--- src/rtl/adder_sub_arbiter_if.sv ---
// ---------------------------------------------------------------------------
// adder_sub_arbiter_if
//   Bundles the two request channels, the shared adder_sub datapath link and
//   the tagged response channel of adder_sub_arbiter.
//
//   slave  : the arbiter's view. It takes the requests, drives the datapath
//            operands and produces the response.
//   master : the environment's view. It holds the requesters, the adder_sub
//            instance and the response consumer.
//
//   Signals
//     reqN_valid / reqN_ready   request handshake, N = 0/1
//     reqN_a / reqN_b           operands
//     reqN_mode                 0 = a+b, 1 = a-b
//     alu_a / alu_b / alu_ctrl  to the shared adder_sub
//     alu_out / alu_cout        from the shared adder_sub
//     rsp_valid / rsp_ready     response handshake
//     rsp_id                    requester that owns the result
//     rsp_data / rsp_cout       registered datapath result
//     busy                      arbiter is not idle
// ---------------------------------------------------------------------------
interface adder_sub_arbiter_if #(
    parameter int WIDTH = 4
);
    logic             req0_valid;
    logic             req0_ready;
    logic [WIDTH-1:0] req0_a;
    logic [WIDTH-1:0] req0_b;
    logic             req0_mode;

    logic             req1_valid;
    logic             req1_ready;
    logic [WIDTH-1:0] req1_a;
    logic [WIDTH-1:0] req1_b;
    logic             req1_mode;

    logic [WIDTH-1:0] alu_a;
    logic [WIDTH-1:0] alu_b;
    logic             alu_ctrl;
    logic [WIDTH-1:0] alu_out;
    logic             alu_cout;

    logic             rsp_valid;
    logic             rsp_ready;
    logic             rsp_id;
    logic [WIDTH-1:0] rsp_data;
    logic             rsp_cout;

    logic             busy;

    modport slave (
        input  req0_valid, req0_a, req0_b, req0_mode,
        output req0_ready,
        input  req1_valid, req1_a, req1_b, req1_mode,
        output req1_ready,
        output alu_a, alu_b, alu_ctrl,
        input  alu_out, alu_cout,
        output rsp_valid, rsp_id, rsp_data, rsp_cout,
        input  rsp_ready,
        output busy
    );

    modport master (
        output req0_valid, req0_a, req0_b, req0_mode,
        input  req0_ready,
        output req1_valid, req1_a, req1_b, req1_mode,
        input  req1_ready,
        input  alu_a, alu_b, alu_ctrl,
        output alu_out, alu_cout,
        input  rsp_valid, rsp_id, rsp_data, rsp_cout,
        output rsp_ready,
        input  busy
    );
endinterface

--- src/rtl/adder_sub_arbiter.sv ---
// ---------------------------------------------------------------------------
// adder_sub_arbiter
//   Shares one combinational adder_sub between two requesters. A round-robin
//   grant picks one pending operation, the operands are presented to the
//   adder_sub for one cycle, the result is registered and handed back on a
//   valid/ready response channel tagged with the requester id.
//
//   Ports
//     clk   in   rising-edge clock for all state
//     rst   in   synchronous, active-high reset
//     bus   slave modport of adder_sub_arbiter_if (requests, datapath link,
//                response, busy)
//
//   State    | meaning
//   ---------+---------------------------------------------------------------
//   ST_IDLE  | waiting for a request; ready goes to the round-robin winner
//   ST_ISSUE | operand register drives the adder_sub; result captured at end
//   ST_RESP  | response held until the consumer takes it
// ---------------------------------------------------------------------------
module adder_sub_arbiter #(
    parameter int WIDTH = 4
) (
    input  logic                 clk,
    input  logic                 rst,
    adder_sub_arbiter_if.slave   bus
);

    typedef enum logic [1:0] {
        ST_IDLE  = 2'd0,
        ST_ISSUE = 2'd1,
        ST_RESP  = 2'd2
    } state_t;

    state_t           state_q,      state_d;
    logic             last_grant_q, last_grant_d;

    logic [WIDTH-1:0] op_a_q,       op_a_d;
    logic [WIDTH-1:0] op_b_q,       op_b_d;
    logic             op_mode_q,    op_mode_d;
    logic             op_id_q,      op_id_d;

    logic             rsp_valid_q,  rsp_valid_d;
    logic             rsp_id_q,     rsp_id_d;
    logic [WIDTH-1:0] rsp_data_q,   rsp_data_d;
    logic             rsp_cout_q,   rsp_cout_d;

    logic             grant_id;
    logic             ready0;
    logic             ready1;
    logic             accept;

    // Round-robin winner. Only meaningful when at least one request is valid;
    // on a tie the requester that did not win last time gets the grant.
    always_comb begin
        grant_id = 1'b0;
        if (bus.req0_valid && bus.req1_valid) begin
            grant_id = ~last_grant_q;
        end else if (bus.req1_valid) begin
            grant_id = 1'b1;
        end
    end

    // Ready is qualified by the requester's own valid, so at most one of the
    // two can be high in any cycle.
    assign ready0 = (state_q == ST_IDLE) && bus.req0_valid && (grant_id == 1'b0);
    assign ready1 = (state_q == ST_IDLE) && bus.req1_valid && (grant_id == 1'b1);
    assign accept = ready0 | ready1;

    always_comb begin
        state_d      = state_q;
        last_grant_d = last_grant_q;
        op_a_d       = op_a_q;
        op_b_d       = op_b_q;
        op_mode_d    = op_mode_q;
        op_id_d      = op_id_q;
        rsp_valid_d  = rsp_valid_q;
        rsp_id_d     = rsp_id_q;
        rsp_data_d   = rsp_data_q;
        rsp_cout_d   = rsp_cout_q;

        case (state_q)
            ST_IDLE: begin
                if (accept) begin
                    op_a_d       = grant_id ? bus.req1_a    : bus.req0_a;
                    op_b_d       = grant_id ? bus.req1_b    : bus.req0_b;
                    op_mode_d    = grant_id ? bus.req1_mode : bus.req0_mode;
                    op_id_d      = grant_id;
                    last_grant_d = grant_id;
                    state_d      = ST_ISSUE;
                end
            end

            ST_ISSUE: begin
                rsp_data_d  = bus.alu_out;
                rsp_cout_d  = bus.alu_cout;
                rsp_id_d    = op_id_q;
                rsp_valid_d = 1'b1;
                state_d     = ST_RESP;
            end

            ST_RESP: begin
                if (bus.rsp_ready) begin
                    rsp_valid_d = 1'b0;
                    state_d     = ST_IDLE;
                end
            end

            default: begin
                state_d = ST_IDLE;
            end
        endcase
    end

    always_ff @(posedge clk) begin
        if (rst) begin
            state_q      <= ST_IDLE;
            last_grant_q <= 1'b1;
            op_a_q       <= '0;
            op_b_q       <= '0;
            op_mode_q    <= 1'b0;
            op_id_q      <= 1'b0;
            rsp_valid_q  <= 1'b0;
            rsp_id_q     <= 1'b0;
            rsp_data_q   <= '0;
            rsp_cout_q   <= 1'b0;
        end else begin
            state_q      <= state_d;
            last_grant_q <= last_grant_d;
            op_a_q       <= op_a_d;
            op_b_q       <= op_b_d;
            op_mode_q    <= op_mode_d;
            op_id_q      <= op_id_d;
            rsp_valid_q  <= rsp_valid_d;
            rsp_id_q     <= rsp_id_d;
            rsp_data_q   <= rsp_data_d;
            rsp_cout_q   <= rsp_cout_d;
        end
    end

    // The operand register feeds the adder_sub directly: it only changes on
    // acceptance, so the datapath inputs are stable through ST_ISSUE and keep
    // their last value everywhere else.
    assign bus.alu_a      = op_a_q;
    assign bus.alu_b      = op_b_q;
    assign bus.alu_ctrl   = op_mode_q;

    assign bus.req0_ready = ready0;
    assign bus.req1_ready = ready1;

    assign bus.rsp_valid  = rsp_valid_q;
    assign bus.rsp_id     = rsp_id_q;
    assign bus.rsp_data   = rsp_data_q;
    assign bus.rsp_cout   = rsp_cout_q;

    assign bus.busy       = (state_q != ST_IDLE);

endmodule
--- src/flat_wrapper.sv ---
// flat-port wrapper written by rule: the top's interface ports become plain ports
module adder_sub_arbiter_flat 
#(
    parameter int WIDTH = 4
)
  (clk, rst, bus_req0_valid, bus_req0_a, bus_req0_b, bus_req0_mode, bus_req0_ready, bus_req1_valid, bus_req1_a, bus_req1_b, bus_req1_mode, bus_req1_ready, bus_alu_a, bus_alu_b, bus_alu_ctrl, bus_alu_out, bus_alu_cout, bus_rsp_valid, bus_rsp_id, bus_rsp_data, bus_rsp_cout, bus_rsp_ready, bus_busy);
  adder_sub_arbiter_if #(.WIDTH(WIDTH)) bus_i ();
  input  logic clk;
  input  logic rst;
  input wire logic [$bits(bus_i.req0_valid)-1:0] bus_req0_valid;
  input wire logic [$bits(bus_i.req0_a)-1:0] bus_req0_a;
  input wire logic [$bits(bus_i.req0_b)-1:0] bus_req0_b;
  input wire logic [$bits(bus_i.req0_mode)-1:0] bus_req0_mode;
  output wire logic [$bits(bus_i.req0_ready)-1:0] bus_req0_ready;
  input wire logic [$bits(bus_i.req1_valid)-1:0] bus_req1_valid;
  input wire logic [$bits(bus_i.req1_a)-1:0] bus_req1_a;
  input wire logic [$bits(bus_i.req1_b)-1:0] bus_req1_b;
  input wire logic [$bits(bus_i.req1_mode)-1:0] bus_req1_mode;
  output wire logic [$bits(bus_i.req1_ready)-1:0] bus_req1_ready;
  output wire logic [$bits(bus_i.alu_a)-1:0] bus_alu_a;
  output wire logic [$bits(bus_i.alu_b)-1:0] bus_alu_b;
  output wire logic [$bits(bus_i.alu_ctrl)-1:0] bus_alu_ctrl;
  input wire logic [$bits(bus_i.alu_out)-1:0] bus_alu_out;
  input wire logic [$bits(bus_i.alu_cout)-1:0] bus_alu_cout;
  output wire logic [$bits(bus_i.rsp_valid)-1:0] bus_rsp_valid;
  output wire logic [$bits(bus_i.rsp_id)-1:0] bus_rsp_id;
  output wire logic [$bits(bus_i.rsp_data)-1:0] bus_rsp_data;
  output wire logic [$bits(bus_i.rsp_cout)-1:0] bus_rsp_cout;
  input wire logic [$bits(bus_i.rsp_ready)-1:0] bus_rsp_ready;
  output wire logic [$bits(bus_i.busy)-1:0] bus_busy;
  assign bus_i.req0_valid = bus_req0_valid;
  assign bus_i.req0_a = bus_req0_a;
  assign bus_i.req0_b = bus_req0_b;
  assign bus_i.req0_mode = bus_req0_mode;
  assign bus_req0_ready = bus_i.req0_ready;
  assign bus_i.req1_valid = bus_req1_valid;
  assign bus_i.req1_a = bus_req1_a;
  assign bus_i.req1_b = bus_req1_b;
  assign bus_i.req1_mode = bus_req1_mode;
  assign bus_req1_ready = bus_i.req1_ready;
  assign bus_alu_a = bus_i.alu_a;
  assign bus_alu_b = bus_i.alu_b;
  assign bus_alu_ctrl = bus_i.alu_ctrl;
  assign bus_i.alu_out = bus_alu_out;
  assign bus_i.alu_cout = bus_alu_cout;
  assign bus_rsp_valid = bus_i.rsp_valid;
  assign bus_rsp_id = bus_i.rsp_id;
  assign bus_rsp_data = bus_i.rsp_data;
  assign bus_rsp_cout = bus_i.rsp_cout;
  assign bus_i.rsp_ready = bus_rsp_ready;
  assign bus_busy = bus_i.busy;
  adder_sub_arbiter #(.WIDTH(WIDTH)) u_core (.clk(clk), .rst(rst), .bus(bus_i));
endmodule
--- config.mk ---
export PLATFORM = sky130hd
export DESIGN_NAME = adder_sub_arbiter_flat
export DESIGN_NICKNAME = d
export VERILOG_FILES = /design/src/rtl/adder_sub_arbiter_if.sv /design/src/rtl/adder_sub_arbiter.sv /design/src/flat_wrapper.sv
export SDC_FILE = /design/constraint.sdc
export NUM_CORES = 1
export LEC_CHECK = 0
export ABC_AREA = 1
export ABC_CLOCK_PERIOD_IN_PS = 2470
export CAP_MARGIN = 5
export CORE_MARGIN = 5
export CORE_UTILIZATION = 35
export CTS_CLUSTER_DIAMETER = 150
export DETAILED_ROUTE_END_ITERATION = 8
export GPL_ROUTABILITY_DRIVEN = 0
export HOLD_SLACK_MARGIN = 0.1
export PLACE_DENSITY = 0.79
export SLEW_MARGIN = 10
export SYNTH_ARGS = -nofsm -noshare
export SYNTH_HDL_FRONTEND = slang
export SYNTH_SLANG_ARGS = --single-unit
--- constraint.sdc ---
create_clock -name clk -period 2.47 [get_ports clk]
set_clock_uncertainty 0.15 [all_clocks]
set_input_delay 0.247 -clock clk [delete_from_list [all_inputs] [get_ports clk]]
set_output_delay 0.247 -clock clk [all_outputs]
set_load 0.01 [all_outputs]
**Yosys cells after proc, flatten, opt, wreduce, memory -nomap -nowiden**

Cells that the tools add are included.

- ROM bits: 0
- Bits in registers: 20
- RAM bits: 0
- Input port bits: 28
- Word-level logic and storage cells: 38
- Output and inout port bits: 19
- Latch bits: 0
- Memories kept: 0

- Reductions and logical operators: 11
- Muxes and demuxes: 10
- Add/subtract/negate cells: 0
- $mul: 0
- Eq/ne operators: 4
- Bitwise operators: 3
- Div/mod/pow operators: 0
- Shifts and indexed selects: 0
- Magnitude comparators: 0

Operators with widths:

| kind | count |
|---|---|
| two-way mux 4 bit | 2 |
| case mux 2 bit (3 select lines) | 1 |
| AND reduction 2 bit | 3 |
| logical AND 1 bit | 5 |
| two-way mux 1 bit | 4 |
| two-way mux 2 bit | 2 |
| nonzero test 2 bit | 2 |
| == test 2 x 1 -> 1 bit, second input constant | 1 |
| == test 2 bit, second input constant | 1 |
| logical NOT 2 bit | 1 |
| != test 2 x 1 -> 1 bit, second input constant | 1 |
| != test 2 bit, second input constant | 1 |
| inverter 1 bit | 2 |
| case mux 1 bit (2 select lines) | 1 |
| bitwise OR 1 bit | 1 |

**Logic depth before layout (Yosys ltp)**

- Depth after elaboration: 7
- Mapped depth: 6
- Depth with buffers taken out: 6

**Least setup slack after synthesis**

No wires, ideal clock.

- Path kind: reg2out
- Start point: reg u_core.last_grant_q
- End point: out bus_req0_ready
- Path buffers: 0
- Slack: 1305 ps
- Arrival time: 768 ps
- Cell stages (with the launch flop): 5
- Path through: dfxtp_1 -> nand2_2 -> nand2_4 -> inv_2 -> nor2_1

- Cells in the longest elaborated chain, start to end: 4

RTL lines:

| item | line | RTL |
|---|---|---|
| start: declaration | adder_sub_arbiter.sv:35 | `logic last_grant_q, last_grant_d;` |
| start signal: assignment | adder_sub_arbiter.sv:128 | `last_grant_q <= last_grant_d;` |
| inverter 1 bit | adder_sub_arbiter.sv:57 | `grant_id = ~last_grant_q;` |
| two-way mux 1 bit | adder_sub_arbiter.sv:56 | `if (bus.req0_valid && bus.req1_valid) begin` |
| inverter 1 bit | adder_sub_arbiter.sv:65 | `assign ready0 = (state_q == ST_IDLE) && bus.req0_valid && (grant_id == 1'b0);` |
| logical AND 1 bit | adder_sub_arbiter.sv:65 |  |
| end: declaration | flat_wrapper.sv:14 | `output wire logic [$bits(bus_i.req0_ready)-1:0] bus_req0_ready;` |

No other way between the ends.

**Worst setup path after layout**

- Start point: in bus_req0_valid
- End point: out bus_req0_ready

- Cells in the longest elaborated chain, start to end: 4
- Elaborated cells between the ends (all ways): 5
- Classes of those cells: 1 x mux; 1 x bitwise; 3 x reduce/logical

RTL lines:

| item | line | RTL |
|---|---|---|
| start: declaration | flat_wrapper.sv:10 | `input wire logic [$bits(bus_i.req0_valid)-1:0] bus_req0_valid;` |
| logical AND 1 bit | adder_sub_arbiter.sv:56 |  |
| two-way mux 1 bit | adder_sub_arbiter.sv:56 |  |
| inverter 1 bit | adder_sub_arbiter.sv:65 |  |
| logical AND 1 bit (*) | adder_sub_arbiter.sv:65 |  |

Every way passes the cells marked *; elsewhere a longest branch is shown, timed or not.

==> reports/metrics.cfg <==
[timing]
maxSlewViolCount=0
slew_headroom_pct=61.0
post-route-min-period_ns=2.31
whs_ns=0.325
hold_viol=0
finalSetupViolations=0
worst_pin_slew_ns=0.585
rsz0062_at_grt=no
max_freq_mhz=433
finalCritPeriodShare_pct=93.4
tns_ns=0

[power_and_ir_drop]
irDropWorstVdd_v=0.000282
power_density_mw_per_mm2=558
p_leak_nw=0.639

[clock_tree]
hold_buffers=0
clock-sinks=20
root_buffer=clkbuf_4
h-tree-depth=1
cts_tree=built
cts_buffer_depth=2
cts_made_buffers=3
insertion_delay_ns=0.29
clkTransAtPathRegs_ns=0.10
cts_resized=0
postCtsSetupRepairBufs=0

[floorplanning]
num_rows=18
die_h_um=62.1
start_util_pct=37.3
die_area_mm2=0.00385
io_pins=47
core-area_mm2=0.00254
die_x_um=62.1

[setup_path]
r2r_end=u_core.bus.alu_b[2]
worst-endpoint-arrival_ns=1.91
crit_end=bus_req0_ready
cp_slowest_cell=clkdlybuf4s50_1
crit_top_cell=clkdlybuf4s50_1
worstPathCellList=clkdlybuf4s50_1 > nand2_2 > nand2_4 > inv_2 > nor2_1 > clkdlybuf4s50_1
crit_type=in -> out
r2r_slack_ns=1.13
rr_startpoint=u_core.state_q[1]
cp-start-kind=input pin
cp-end-kind=primary output
reg2reg_depth=5
crit_start=bus_req0_valid
path_max_fanout=10
critPathMaxStageDelay_ns=0.57
cp.required_ns=2.07

[grt]
grt_antenna_before_repair=0
grt_pass1_vias=969
grt_overflow=0
grt_pass1_wl_um=4220
grt_start_max_net_pins=17
grt_use_total_pct=14.5

[cells_and_area]
final_util_pct=57.0
drive_above_1_share_pct=14.6
final_common_cell=clkdlybuf4s50_1
layout_common_cells=clkdlybuf4s50_1, nand2_1, dfxtp_1, nor2_1, nand3_1
diodes=0
finalNetCount=200
syn2layout_area_growth_pct=53.0
design_area_mm2=0.00145
fillers=248

[detailed_routing]
detail_route.first_pass.iterations=4
final_antenna_net_count=0
drt-total-wl_um=2460
vias=954
drtIter0Drc=29
drc_errors=0
wire_per_inst_um=12.3
vias_per_cell=4.75

[yosys]
synthMuxAreaShare_pct=0
yosysWarnings=0
ys_ff_latch=20
syn_inst=123
synthAdderAreaFrac_pct=0
synthTopCellsByArea=dfxtp_1, nand2_1, nand3_2, nand3_1, nor2_1
synth_top_family_by_area=simple AND/OR/NAND/NOR gates
yosys.area_share.simple_pct=43.7
synth-compound-area-share_pct=6.86
netlist_area_um2=948
netlist.top_cell.by_area=dfxtp_1
ys_types=19
postSynthAreaPerCell_um2=7.71
yosysSeqAreaShare_pct=42.2
synth-xor-area-share_pct=0
yosysTopAreaCellShare_pct=42.2
synth_fp_nets=151

[outcome]
status=complete, no violations

[place]
port_buffers=46
dpl-instance-area_mm2=0.00142
hpwl_um=2010

[hold_path]
hp-class=reg -> reg

[job]
maxCapViolations=0

[kinds of logic (layout without fill, tap and decap cells)]
kind of cell | count (synthesis) | count (layout)
buffers and inverters | 11 | 59
flip-flops | 20 | 20
AO/OA/AOI/OAI | 10 | 10
AND/OR/NAND/NOR | 82 | 82
[metrics by stage]
| stage | setup WS [ns] | cells | total power, mW |
|---|---|---|---|
| 5_1_grt | 0.0738 | 201 | 0.859 |
| 2_1_floorplan | 1.30 | 123 | 0.511 |
| 4_1_cts | 0.171 | 201 | 0.818 |
| 3_3_place_gp | 0.274 | 197 | 0.625 |
| 6_report | 0.163 | 201 | 0.810 |
| 3_5_place_dp | 0.180 | 197 | 0.634 |
[state kept, by name, indices dropped and copies added (netlist names)]
signal                count
u_core.bus.alu_ctrl       1
u_core.bus.alu_a          4
u_core.state_q            2
u_core.bus.rsp_cout       1
u_core.op_id_q            1
u_core.bus.rsp_data       4
u_core.last_grant_q       1
u_core.bus.rsp_id         1
u_core.bus.rsp_valid      1
u_core.bus.alu_b          4
[Yosys cell counts]
library cell  count
buf_6             1
nand2_2           2
buf_4             1
nand2_4           1
nand2_1          39
buf_12            1
o21ai_4           1
nand3_2           7
nand3b_1          1
inv_1             7
o21ai_0           6
a21oi_1           2
inv_2             1
nor2_4            3
nor2_2            4
a21oi_2           1
nor2_1           14
nand3_1          11
dfxtp_1          20
[worst max-delay path, delay by kind of cell]
kind / cells / cell delay [ns]
buf+inv: 3 / 1.20
simple gates: 3 / 0.46
[power breakdown]
part | internal [mW] | switching [mW] | total, mW
logic | 0.129 | 0.117 | 0.247
registers | 0.356 | 0.0221 | 0.378
clock network | 0.0898 | 0.0951 | 0.185
total | 0.575 | 0.235 | 0.810
[routing by layer]
layer / vias to the layer above / wire (um) / global-route usage, %
li1: 487 / - / -
met1: 417 / 1020 / 18.0
met2: 42 / 1150 / 24.6
met3: 8 / 232 / 2.69
met4: 0 / 57 / 5.45
met5: - / 0 / 0
[worst min path at each step]
stage                              from                  end  slack, ns  cells past startpoint
detailed placement  u_core.bus.alu_b[1]  u_core.bus.alu_b[1]       0.31                      2
global route        u_core.bus.alu_b[0]  u_core.bus.alu_b[0]       0.35                      2
global placement    u_core.bus.alu_b[1]  u_core.bus.alu_b[1]       0.31                      2
finish              u_core.bus.alu_b[0]  u_core.bus.alu_b[0]       0.32                      2
CTS                 u_core.bus.alu_b[1]  u_core.bus.alu_b[1]       0.33                      2
floorplan                           rst       u_core.op_id_q       0.16                      1
[area by class of cell]
| cell class | count | area (um2) | share of cell area [%] |
|---|---|---|---|
| Multi-Input combinational cell | 92 | 479 | 33.0 |
| Tap cell | 30 | 37.5 | 2.59 |
| Sequential cell | 20 | 400 | 27.6 |
| Inverter | 8 | 30.0 | 2.07 |
| Clock buffer | 4 | 36.3 | 2.50 |
| Timing Repair Buffer | 47 | 468 | 32.2 |
No activity file was read; power rests on OpenSTA's default activity.
